[config.mk]
export PLATFORM = sky130hd
export DESIGN_NAME = mem_access_unit
export DESIGN_NICKNAME = d
export VERILOG_FILES = /design/src/rtl/mem_access_unit_pkg.sv /design/src/rtl/mem_access_unit_lsu_align.sv /design/src/rtl/mem_access_unit.sv
export SDC_FILE = /design/constraint.sdc
export NUM_CORES = 1
export LEC_CHECK = 0
export CORE_ASPECT_RATIO = 0.9
export CORE_UTILIZATION = 46
export DETAILED_ROUTE_END_ITERATION = 16
export PLACE_DENSITY_LB_ADDON = 0.12
export SETUP_SLACK_MARGIN = 0.1
export SKIP_LAST_GASP = 1
export SYNTH_ARGS = -nofsm -noshare
export SYNTH_HDL_FRONTEND = slang
export SYNTH_SLANG_ARGS = --single-unit
[constraint.sdc]
create_clock -name clk -period 3.75 [get_ports clk]
set_input_delay 0.75 -clock clk [delete_from_list [all_inputs] [get_ports clk]]
set_output_delay 0.75 -clock clk [all_outputs]
set_load 0.02 [all_outputs]
[src/rtl/mem_access_unit_pkg.sv]
// Shared widths, load/store op codes, byte-enable constants and state/size
// encodings for the memory-access stage.
package mem_access_unit_pkg;

  localparam int unsigned REG_BUS      = 32;
  localparam int unsigned REG_ADDR_BUS = 5;
  localparam int unsigned ALU_OP_BUS   = 8;

  localparam logic [ALU_OP_BUS-1:0] EXE_LB_OP  = 8'b1110_0000;
  localparam logic [ALU_OP_BUS-1:0] EXE_LH_OP  = 8'b1110_0001;
  localparam logic [ALU_OP_BUS-1:0] EXE_LW_OP  = 8'b1110_0011;
  localparam logic [ALU_OP_BUS-1:0] EXE_LBU_OP = 8'b1110_0100;
  localparam logic [ALU_OP_BUS-1:0] EXE_LHU_OP = 8'b1110_0101;
  localparam logic [ALU_OP_BUS-1:0] EXE_SB_OP  = 8'b1110_1000;
  localparam logic [ALU_OP_BUS-1:0] EXE_SH_OP  = 8'b1110_1001;
  localparam logic [ALU_OP_BUS-1:0] EXE_SW_OP  = 8'b1110_1011;

  localparam logic [3:0] BE_BYTE = 4'b0001;
  localparam logic [3:0] BE_HALF = 4'b0011;
  localparam logic [3:0] BE_WORD = 4'b1111;

  typedef enum logic [1:0] {
    ST_IDLE,
    ST_REQ,
    ST_DONE
  } state_e;

  typedef enum logic [1:0] {
    SZ_NONE,
    SZ_BYTE,
    SZ_HALF,
    SZ_WORD
  } acc_size_e;

  // Byte offset forced to the natural alignment of the access size.
  function automatic logic [1:0] natural_offset(acc_size_e sz, logic [1:0] a);
    case (sz)
      SZ_BYTE: natural_offset = a;
      SZ_HALF: natural_offset = {a[1], 1'b0};
      default: natural_offset = 2'b00;
    endcase
  endfunction

endpackage

[src/rtl/mem_access_unit_lsu_align.sv]
// mem_lsu_align: combinational op decode, byte-enable generation, store-data
// lane replication and load extraction with sign/zero extension.
module mem_lsu_align
  import mem_access_unit_pkg::*;
(
  input  logic [ALU_OP_BUS-1:0] aluop,
  input  logic [1:0]            addr_lo,
  input  logic [REG_BUS-1:0]    store_data,
  input  logic [REG_BUS-1:0]    rdata,
  output acc_size_e             size,
  output logic                  is_load,
  output logic                  is_store,
  output logic [3:0]            be,
  output logic [REG_BUS-1:0]    wdata,
  output logic [REG_BUS-1:0]    load_data
);

  logic                sext;
  logic [1:0]          off;
  logic [REG_BUS-1:0]  lane;

  always_comb begin
    size     = SZ_NONE;
    is_load  = 1'b0;
    is_store = 1'b0;
    sext     = 1'b0;
    case (aluop)
      EXE_LB_OP:  begin size = SZ_BYTE; is_load  = 1'b1; sext = 1'b1; end
      EXE_LBU_OP: begin size = SZ_BYTE; is_load  = 1'b1; end
      EXE_LH_OP:  begin size = SZ_HALF; is_load  = 1'b1; sext = 1'b1; end
      EXE_LHU_OP: begin size = SZ_HALF; is_load  = 1'b1; end
      EXE_LW_OP:  begin size = SZ_WORD; is_load  = 1'b1; end
      EXE_SB_OP:  begin size = SZ_BYTE; is_store = 1'b1; end
      EXE_SH_OP:  begin size = SZ_HALF; is_store = 1'b1; end
      EXE_SW_OP:  begin size = SZ_WORD; is_store = 1'b1; end
      default:    ;
    endcase
  end

  assign off  = natural_offset(size, addr_lo);
  assign lane = rdata >> {off, 3'b000};

  always_comb begin
    be        = '0;
    wdata     = '0;
    load_data = '0;
    if (is_load) begin
      be = BE_WORD;
      case (size)
        SZ_BYTE: load_data = {{24{sext & lane[7]}}, lane[7:0]};
        SZ_HALF: load_data = {{16{sext & lane[15]}}, lane[15:0]};
        SZ_WORD: load_data = rdata;
        default: load_data = '0;
      endcase
    end else if (is_store) begin
      case (size)
        SZ_BYTE: begin be = BE_BYTE << off; wdata = {4{store_data[7:0]}};  end
        SZ_HALF: begin be = BE_HALF << off; wdata = {2{store_data[15:0]}}; end
        SZ_WORD: begin be = BE_WORD;        wdata = store_data;            end
        default: ;
      endcase
    end
  end

endmodule

[src/rtl/mem_access_unit.sv]
// Memory-access pipeline stage: req/ack data-bus FSM with stall request.
// Optional misaligned-access trap enabled by defining MEM_ALIGN_CHECK_EN.
module mem_access_unit
  import mem_access_unit_pkg::*;
(
  input  logic                    clk,
  input  logic                    rst,
  input  logic [REG_ADDR_BUS-1:0] mem_wd,
  input  logic                    mem_wreg,
  input  logic [REG_BUS-1:0]      mem_wdata,
  input  logic [ALU_OP_BUS-1:0]   mem_aluop,
  input  logic [REG_BUS-1:0]      mem_mem_addr,
  input  logic [REG_BUS-1:0]      mem_reg2,
  output logic [REG_ADDR_BUS-1:0] wb_wd,
  output logic                    wb_wreg,
  output logic [REG_BUS-1:0]      wb_wdata,
  output logic                    dbus_req,
  output logic                    dbus_we,
  output logic [REG_BUS-1:0]      dbus_addr,
  output logic [3:0]              dbus_be,
  output logic [REG_BUS-1:0]      dbus_wdata,
  input  logic [REG_BUS-1:0]      dbus_rdata,
  input  logic                    dbus_ack,
  output logic                    stallreq_mem
`ifdef MEM_ALIGN_CHECK_EN
  ,
  output logic                    align_err
`endif
);

  state_e             state;
  acc_size_e          size;
  logic               is_load;
  logic               is_store;
  logic               is_mem;
  logic               align_fault;
  logic [3:0]         be_c;
  logic [REG_BUS-1:0] wdata_c;
  logic [REG_BUS-1:0] load_data;
  logic [REG_BUS-1:0] rdata_q;

  mem_lsu_align u_align (
    .aluop      (mem_aluop),
    .addr_lo    (mem_mem_addr[1:0]),
    .store_data (mem_reg2),
    .rdata      (dbus_rdata),
    .size       (size),
    .is_load    (is_load),
    .is_store   (is_store),
    .be         (be_c),
    .wdata      (wdata_c),
    .load_data  (load_data)
  );

  assign is_mem = (size != SZ_NONE);

`ifdef MEM_ALIGN_CHECK_EN
  assign align_fault = ((size == SZ_HALF) && mem_mem_addr[0]) ||
                       ((size == SZ_WORD) && (mem_mem_addr[1:0] != 2'b00));
  assign align_err   = rst && (state == ST_IDLE) && align_fault;
`else
  assign align_fault = 1'b0;
`endif

  always_ff @(posedge clk or negedge rst) begin
    if (!rst) begin
      state      <= ST_IDLE;
      dbus_req   <= 1'b0;
      dbus_we    <= 1'b0;
      dbus_addr  <= '0;
      dbus_be    <= '0;
      dbus_wdata <= '0;
      rdata_q    <= '0;
    end else begin
      case (state)
        ST_IDLE: begin
          if (is_mem && !align_fault) begin
            state      <= ST_REQ;
            dbus_req   <= 1'b1;
            dbus_we    <= is_store;
            dbus_addr  <= {mem_mem_addr[REG_BUS-1:2], 2'b00};
            dbus_be    <= be_c;
            dbus_wdata <= wdata_c;
          end
        end
        ST_REQ: begin
          if (dbus_ack) begin
            rdata_q  <= load_data;
            dbus_req <= 1'b0;
            state    <= ST_DONE;
          end
        end
        ST_DONE: state <= ST_IDLE;
        default: state <= ST_IDLE;
      endcase
    end
  end

  // Gated by rst so stall and write-back drop immediately on reset even
  // while a memory op is still presented by EX/MEM.
  always_comb begin
    wb_wd        = '0;
    wb_wreg      = 1'b0;
    wb_wdata     = '0;
    stallreq_mem = 1'b0;
    if (rst) begin
      case (state)
        ST_IDLE: begin
          if (!is_mem) begin
            wb_wd    = mem_wd;
            wb_wreg  = mem_wreg;
            wb_wdata = mem_wdata;
          end else if (align_fault) begin
            wb_wd    = mem_wd;
            wb_wdata = mem_wdata;
          end else begin
            stallreq_mem = 1'b1;
          end
        end
        ST_REQ: stallreq_mem = 1'b1;
        ST_DONE: begin
          wb_wd    = mem_wd;
          wb_wreg  = is_load & mem_wreg;
          wb_wdata = is_load ? rdata_q : mem_wdata;
        end
        default: ;
      endcase
    end
  end

endmodule

Word level (Yosys, flattened, before mapping)
Cells that the tools add are included.
{"block": "op_classes", "n_eq_ne": 15, "shift": 3, "mux": 32, "bitwise_logic": 3, "n_reduce_logical": 13}
{"op": "32-bit 2-to-1 mux", "count": 6}
{"op": "32-bit case mux with 3 select lines", "count": 2}
{"op": "8-bit == test (second input constant)", "count": 8}
{"op": "32-bit case mux with 2 select lines", "count": 1}
{"op": "32-bit by 5-bit right shift with 16-bit output", "count": 1}
{"op": "4-bit case mux with 3 select lines", "count": 1}
{"op": "5-bit 2-to-1 mux", "count": 2}
{"op": "5-bit case mux with 2 select lines", "count": 1}
{"op": "1-bit 2-to-1 mux", "count": 9}
{"op": "3-bit OR reduction", "count": 3}
{"op": "4-bit 2-to-1 mux", "count": 2}
{"op": "2-bit case mux with 2 select lines", "count": 2}
{"op": "2-bit == test (second input constant)", "count": 3}
{"op": "1-bit case mux with 2 select lines", "count": 3}
{"op": "2-bit case mux with 3 select lines", "count": 1}
{"op": "2-bit AND reduction", "count": 3}
{"op": "5-bit OR reduction", "count": 1}
{"op": "2-bit by 1-bit == test with 1-bit output (second input constant)", "count": 2}
{"op": "2-bit 2-to-1 mux", "count": 2}
{"op": "2-bit inequality test (second input constant)", "count": 2}
{"op": "2-bit nonzero test", "count": 2}
{"op": "2-bit OR reduction", "count": 2}
{"op": "1-bit by 2-bit left shift with 4-bit output (first input constant)", "count": 1}
{"op": "2-bit by 2-bit left shift with 4-bit output (first input constant)", "count": 1}
{"op": "other kinds (3)", "count": 5}
{"block": "totals", "reg_bits": 102, "input_bits": 145, "out_inout_bits": 109, "wordCells": 73}

Logic depth before layout (Yosys ltp)
Gate-level depths: netlist of run 1.
{"block": "depth", "word_depth": 9, "mapped_depth": 12}

Modules after synthesis
Synthesis of run 1 repeated with hierarchy kept, for this count alone.
{"block": "hier_totals", "cells_unflattened": 616, "area_unflattened_um2": 6143.4}
{"module": "mem_access_unit", "n_inst": 1, "cells_each": 347, "area_each_um2": 4471.8, "seq_area_each_um2": 2552.4}
{"module": "mem_lsu_align", "n_inst": 1, "cells_each": 269, "area_each_um2": 1671.6, "seq_area_each_um2": 0.0}

Worst setup path after synthesis of run 1
Ideal clock, no wire load.
{"block": "synth_path", "path_kind": "in2out", "startpoint": "in mem_aluop[2]", "endpoint": "out wb_wdata[10]", "arrival_ps": 2399, "t_required_ps": 3000, "path_slack_ps": 601, "path_stages": 10, "cell_sequence": "nand2b_4 -> nor2_1 -> o21a_1 -> inv_1 -> ha_1 -> nor2_1 -> a211oi_2 -> buf_2 -> a22oi_1 -> nor2_1"}
{"block": "synth_via", "elab_chain_len": 7, "elab_cells_between_ends": 19, "cone_classes": "eq/ne (8); mux (6); reduce/logical (5)"}
{"element": "start, declared", "line": "mem_access_unit.sv:11", "source": "input logic [ALU_OP_BUS-1:0] mem_aluop,"}
{"element": "8-bit == test", "line": "mem_access_unit_lsu_align.sv:27", "source": "case (aluop)"}
{"element": "3-bit OR reduction (no line) / 2-bit OR reduction (equally long branches)"}
{"element": "2-bit case mux with 3 select lines", "line": "mem_access_unit_lsu_align.sv:27"}
{"element": "2-bit nonzero test", "line": "mem_access_unit.sv:55", "source": "assign is_mem = (size != SZ_NONE);"}
{"element": "32-bit 2-to-1 mux", "line": "mem_access_unit.sv:109", "source": "if (!is_mem) begin"}
{"element": "32-bit case mux with 2 select lines (*)", "line": "mem_access_unit.sv:107", "source": "case (state)"}
{"element": "32-bit 2-to-1 mux (*)", "line": "mem_access_unit.sv:106", "source": "if (rst) begin"}
{"element": "end, declared", "line": "mem_access_unit.sv:16", "source": "output logic [REG_BUS-1:0] wb_wdata,"}
Every way passes the cells marked *; elsewhere a longest branch is shown, timed or not.

Worst setup path in the final report of run 1
{"block": "layout_path", "startpoint": "in mem_aluop[1]", "endpoint": "out wb_wdata[3]"}
Same word-level chain as after synthesis.

==> results of run 1 <==
## cell type report
cell class              count  share of cell area, %
flip-flops and latches    102                   29.3
clock inverters             5                  0.446
repair buffers            296                   31.2
multi-input cells         479                   33.7
clock buffers              11                   2.90
well taps                 160                   2.30
inverters                   5                  0.216
## kinds of logic after synthesis
logic type      count (synthesis)  share of synthesized area [%]
mux                            22                           3.97
buf+inv                        60                           5.75
flops                         102                           44.3
compound gates                222                           26.4
simple gates                  227                           18.2
fa+ha+maj                       6                           1.30
other cells                     1                         0.0650
## critical path: cells and delay by family
kind | cells | cell delay (ns)
fa+ha+maj | 1 | 0.20
compound gates | 3 | 0.37
buf+inv | 6 | 1.19
simple gates | 3 | 0.31
## what timing repair did
action / CTS / global route
hold buffers: 0 / 0
gates cloned: 1 / 0
gates resized for setup: 132 / 15
buffers inserted: 2 / 1
setup endpoints to repair: 39 / 39
pin swaps: 2 / 0
## through the flow
| stage | cells | setup slack (ns) |
|---|---|---|
| after CTS | 1057 | 0.0418 |
| after global routing | 1058 | 0.0805 |
| after floorplan | 641 | 0.601 |
| after detailed placement | 1038 | -0.355 |
| after global placement | 1038 | -0.254 |
| final | 1058 | 0.172 |
## placed cells by master (no fill, tap or decap), types with 3 or more instances in the layout
cell	instances
o21ai_0	34
a221oi_1	8
clkbuf_16	9
a31oi_1	4
a22oi_2	3
a22oi_1	59
inv_6	3
a21oi_2	8
inv_1	5
a222oi_1	7
dlygate4sd2_1	8
a211oi_2	3
mux2i_1	15
nor2b_1	3
nand3_1	3
dfrtp_1	102
o21ai_1	7
nand2b_1	3
a22o_1	16
nor2_1	50
and2_1	7
buf_2	31
mux2_2	7
a21oi_1	60
clkdlybuf4s50_1	209
buf_4	42
ha_1	4
nand2_1	136
## registers in the layout, summed over array words and instances (netlist names)
| signal | count |
|---|---|
| dbus_wdata | 32 |
| rdata_q | 32 |
| dbus_addr | 30 |
| dbus_be | 4 |
| state | 2 |
| dbus_req | 1 |
| dbus_we | 1 |
## report_power, final
group          switching (W)  internal [W]  leakage (nW)
logic               0.000850      0.000711          2.36
registers           0.000115       0.00128          1.38
clock network       0.000432      0.000493         0.143
total                0.00140       0.00248          3.89
## worst paths after layout
check | slack (ns) | start | endpoint | cells past startpoint
worst min register to register | 0.47 | dbus_addr[27] | dbus_addr[27] | 2
max in group asynchronous | 2.15 | rst | rdata_q[9] | 2
worst max-delay path | 0.17 | mem_aluop[1] | wb_wdata[3] | 13
worst min-delay path | 0.32 | rst | dbus_we | 1
worst max register to register | 1.83 | state[1] | rdata_q[7] | 6
min in group clk | 0.47 | dbus_addr[27] | dbus_addr[27] | 2
## metal layers
metal	GRT usage, %	share of wire (%)	wire (µm)	vias up
li1	-	-	-	2789
met1	36.6	39	7520	2897
met2	52.5	51	9800	274
met3	5.22	7.3	1400	28
met4	9.82	1.8	335	0
met5	0	0	0	-
==> results_dict.tcl, run 1 <==
set metrics [dict create \
    status "finished clean" \
    fin_nets 1044 \
    synthFlopType "dfrtp_1" \
    grt_antenna_before_repair 0 \
    setup_tns_ns 0 \
    fillerInstances 959 \
    grt_max_degree 77 \
    synthesis.instances 640 \
    peakVddDrop_uv 269 \
    ys_seq_area_share_pct 44.3 \
    async_flop_share_pct 100 \
    final_core_util_pct 71.8 \
    clk_pin_slew_ns 0.07 \
    wire_per_inst_um 18.0 \
    fmax_mhz 279 \
    drc 0 \
    clkSinkCount 102 \
    p_per_area_nw_per_um2 446 \
    coreArea_um2 12100 \
    area_delta_synth_final_pct 51.0 \
    crit_path_end_kind "output port" \
    ioPinCount 254 \
    numCtsBuffers 9 \
    required_ns 3.00 \
    gp_congestion 0.877 \
    fin_area_um2 8710 \
    port_buffers 251 \
    total_power_w 0.00388 \
    critPathKind "input port to output port" \
    syn_area_um2 5770 \
    htree_levels 3 \
    hold_path_class "input port to asynchronous set/reset pin" \
    rows 38 \
    clock-skew-final_ns 0.00479 \
    worst-path-max-fanout 11 \
    firstDrtPassIters 5 \
    overflow 0 \
    timing.max_cap.violations 0 \
    grt_pass1_wl_mm 30.0 \
    synth-warning-count 0 \
    yosysMostFrequentCell "nand2_1" \
    cts_tree "done" \
    cts_buffer_depth 2 \
    grt_use_total_pct 29.7 \
    worstPathArrival_ns 2.83 \
    yosys.area.top_type "dfrtp_1" \
    die_h_um 108 \
    finalHoldViolCount 0 \
    relSlewSlack_pct 37.0 \
    fin_crit_ns 3.58 \
    dieArea_um2 13000 \
    rsz0062_at_grt "yes" \
    synth_top_area_share_pct 44.3 \
    post-dp-hpwl_mm 14.1 \
    initial_utilization_pct 47.6 \
    register_area_um2 2550 \
    clk_latency_ns 0.35 \
    fin_crit_sh_pct 95.4 \
    finalSetupViolCount 0 \
    multi_input_area_um2 2930 \
    clockRootBuffer "clkbuf_16" \
    worstMarginPinSlew_ns 0.944 \
    synth_edf_count 0 \
    drt_wl_total_mm 19.0 \
    vias 5988 \
    worstPathCellList "clkdlybuf4s50_1 -> inv_1 -> nor2_1 -> o21a_1 -> inv_1 -> ha_2 -> nor2_4 -> a211oi_4 -> buf_6 -> buf_4 -> a22oi_1 -> nor2_1 -> buf_2" \
    antenna_left 0 \
    grt_pass1_vias 5897 \
    synth.top_cells.by_area "dfrtp_1, nand2_1, a22oi_1" \
    whs_ns 0.317 \
    cpPeakStageDelay_ns 0.56 \
    dr.first_iter.drc_count 597 \
    placed_area_um2 8510 \
    die_w_um 120 \
    layout-drive-gt1-share_pct 15.3 \
    synth_seq_cells 102 \
    vias_per_cell 5.66 \
    diodes 0 \
    startpoint_type "input port" \
    synth_common_cells "nand2_1, dfrtp_1, a22oi_1, a21oi_1, nor2_1" \
    synth_cell_types 58 \
    maxSlewViolCount 0 \
    p_leak_nw 3.89 \
    slowest_stage "clkdlybuf4s50_1" \
    syn_area_per_cell_um2 9.01 \
]
No activity file was read; power rests on OpenSTA's default activity.
==> inputs of run 2 (changes only) <==
--- a/config.mk
+++ b/config.mk
@@ -5,6 +5,7 @@
 export SDC_FILE = /design/constraint.sdc
 export NUM_CORES = 1
 export LEC_CHECK = 0
+export CAP_MARGIN = 10
 export CORE_ASPECT_RATIO = 0.9
 export CORE_UTILIZATION = 46
 export DETAILED_ROUTE_END_ITERATION = 16
==> results of run 2 <==
No change in the layout: final DEF, timing and power equal those of run 1.
==> inputs of run 3 (changes only) <==
==> constraint.sdc (replaced) <==
create_clock -name clk -period 3.75 [get_ports clk]
set_input_delay 1.125 -clock clk [delete_from_list [all_inputs] [get_ports clk]]
set_output_delay 1.125 -clock clk [all_outputs]
set_load 0.02 [all_outputs]
==> run 3 against run 2 <==
Register-to-register slack worse by 0.18 ns; critical path depth fell by 1; combinational power up 24%; setup slack worse by 0.45 ns; via count up 2.5%; clock power shrank 2.9%; non-clock buffer count rose by 26; die area unchanged; clock skew up 0.0023 ns; largest cell class is now buffers; final cell count up 2.5%; routed wire length grew 5.3%; global-route usage rose by 0.54 points; the flow now finishes with violations (setup timing).
==> results_dict.tcl, run 3 (same netlist as run 1, synthesis figures left out) <==
set metrics [dict create \
    grt_pass1_vias 5888 \
    cts_tree "done" \
    grt_pass1_wl_mm 30.4 \
    die_w_um 120 \
    worst-path-max-fanout 7 \
    cp.buffers_inverters 5 \
    peakVddDrop_uv 330 \
    worstMarginPinSlew_ns 0.878 \
    r2r-start "state[1]" \
    worstPathArrival_ns 2.91 \
    diodes 0 \
    fin_nets 1070 \
    finalHoldViolCount 0 \
    relSlewSlack_pct 41.4 \
    placed_cells 1050 \
    ff2ff_setup_slack_ns 1.65 \
    post-dp-hpwl_mm 13.9 \
    area_delta_synth_final_pct 63.4 \
    final_common_cell "clkdlybuf4s50_1" \
    layout-drive-gt1-share_pct 26.1 \
    hold_end "dbus_addr[22]" \
    largest_registers "dbus_wdata (32), rdata_q (32), dbus_addr (30)" \
    fin_crit_sh_pct 107 \
    clk_pin_slew_ns 0.07 \
    dpl_worst_slack_ns -1.14 \
    vias_per_cell 5.66 \
    die_h_um 108 \
    critPathTopFamily "buffers and inverters" \
    crit_path_end_kind "output port" \
    rr_endpoint "rdata_q[28]" \
    worstHoldStart "dbus_addr[22]" \
    hold_path_class "flop to flop" \
    required_ns 2.62 \
    vias 6137 \
    cts_buffer_depth 2 \
    port_buffers 251 \
    initial_utilization_pct 47.6 \
    fillerInstances 836 \
    dieArea_um2 13000 \
    drc 0 \
    clk_latency_ns 0.35 \
    clock-skew-final_ns 0.00707 \
    maxSlewViolCount 0 \
    critPathKind "input port to output port" \
    ioPinCount 254 \
    dr.first_iter.drc_count 392 \
    setup_ws_ns -0.281 \
    layout_common_cells "clkdlybuf4s50_1, nand2_1, dfrtp_1" \
    antenna_left 0 \
    violations "setup timing" \
    clkSinkCount 102 \
    numCtsBuffers 9 \
    grt_max_degree 68 \
    finalSetupViolCount 38 \
    grt_use_total_pct 30.2 \
    slowest_stage "bufbuf_16" \
    overflow 0 \
    p_leak_nw 4.07 \
    crit_top_cell "a211oi_4" \
    r2r.worst_path.cells 5 \
    drt_wl_total_mm 20.0 \
    gp_congestion 0.839 \
    worstPathCellList "buf_2 -> a211oi_4 -> o21a_1 -> inv_2 -> ha_4 -> nor2_4 -> a211oi_4 -> buf_6 -> bufbuf_16 -> a22oi_2 -> nor2_2 -> buf_4" \
    fin_crit_ns 4.03 \
    clockRootBuffer "clkbuf_16" \
    min_path_cells 2 \
    fmax_mhz 248 \
    p_per_area_nw_per_um2 450 \
    status "complete, but fails checks" \
    rsz0062_at_grt "yes" \
    firstDrtPassIters 7 \
    wire_per_inst_um 18.5 \
    rows 38 \
    grt_antenna_before_repair 0 \
    htree_levels 3 \
    stdcell_count 1084 \
    cpPeakStageDelay_ns 0.29 \
    timing.max_cap.violations 0 \
    coreArea_um2 12100 \
    startpoint_type "input port" \
]
==> run 3: cell types whose count changed in the layout (fill, tap and decap cells not counted), moves of 3 or more <==
cell / change
a22oi_1: -29
clkdlybuf4s15_2: +6
buf_2: -17
dlygate4sd2_1: -8
nor2_1: -30
buf_6: +20
buf_4: +22
nor2_2: +30
inv_6: -3
buf_12: +6
a22oi_2: +29
clkdlybuf4s50_1: -6
==> run 3: per-stage QoR <==
step                      hold WS (ns)  instance area [µm²]  TNS, ns  utilization [%]  power (W)
final                            0.481                 9420    -6.98             77.7    0.00424
after floorplan                  0.450                 5880        0                -    0.00222
after global routing             0.509                 9420    -9.76             77.7    0.00444
after global placement           0.457                 8760   -34.38             72.3    0.00303
after detailed placement         0.465                 8760   -47.20             72.3    0.00309
after CTS                        0.484                 9210    -6.29             76.0    0.00414
==> run 3: power breakdown <==
| part | internal (W) | switching [W] |
|---|---|---|
| clock | 0.000459 | 0.000439 |
| sequential | 0.00128 | 0.000121 |
| combinational | 0.000962 | 0.000982 |
| total | 0.00270 | 0.00154 |
==> run 3: layout make-up <==
| type | count | area [µm²] | share of cell area, % |
|---|---|---|---|
| Timing Repair Buffer | 322 | 3190 | 33.8 |
| Tap cell | 160 | 200 | 2.12 |
| Multi-Input combinational cell | 479 | 3180 | 33.8 |
| Inverter | 5 | 18.8 | 0.199 |
| Clock inverter | 7 | 58.8 | 0.624 |
| Sequential cell | 102 | 2550 | 27.1 |
| Clock buffer | 9 | 225 | 2.39 |
==> run 3: what timing repair did <==
| action | CTS | global route |
|---|---|---|
| hold buffers | 0 | 0 |
| gates cloned | 3 | 1 |
| endpoints found under the setup margin | 39 | 39 |
| resized for setup | 212 | 61 |
| setup buffers | 9 | 5 |
| pin swaps | 12 | 24 |
==> run 3: tightest hold or removal path, stage by stage, from the launching register on <==
cell and delay [ns]:
dfrtp_1 0.34, nand2_1 0.05, nand2_1 0.06
==> run 3: worst max-delay path by stage <==
| stage | to | slack [ns] | cells after the start | from |
|---|---|---|---|---|
| 2_1_floorplan | wb_wdata[16] | 0.10 | 9 | mem_aluop[5] |
| 3_3_place_gp | wb_wdata[0] | -0.90 | 12 | mem_aluop[2] |
| 3_5_place_dp | wb_wdata[13] | -1.14 | 11 | mem_aluop[2] |
| 4_1_cts | wb_wdata[15] | -0.27 | 12 | mem_aluop[4] |
| 5_1_grt | wb_wdata[15] | -0.35 | 12 | mem_aluop[4] |
| 6_report | wb_wdata[15] | -0.28 | 12 | mem_aluop[1] |
==> run 3: per-layer routing <==
| metal | global-route usage (%) | vias up | share of wire, % |
|---|---|---|---|
| met5 | 0 | - | 0 |
| met4 | 11.5 | 0 | 2.1 |
| met3 | 7.75 | 38 | 8.6 |
| met2 | 50.5 | 302 | 49 |
| met1 | 37.6 | 2956 | 40 |
| li1 | - | 2841 | - |
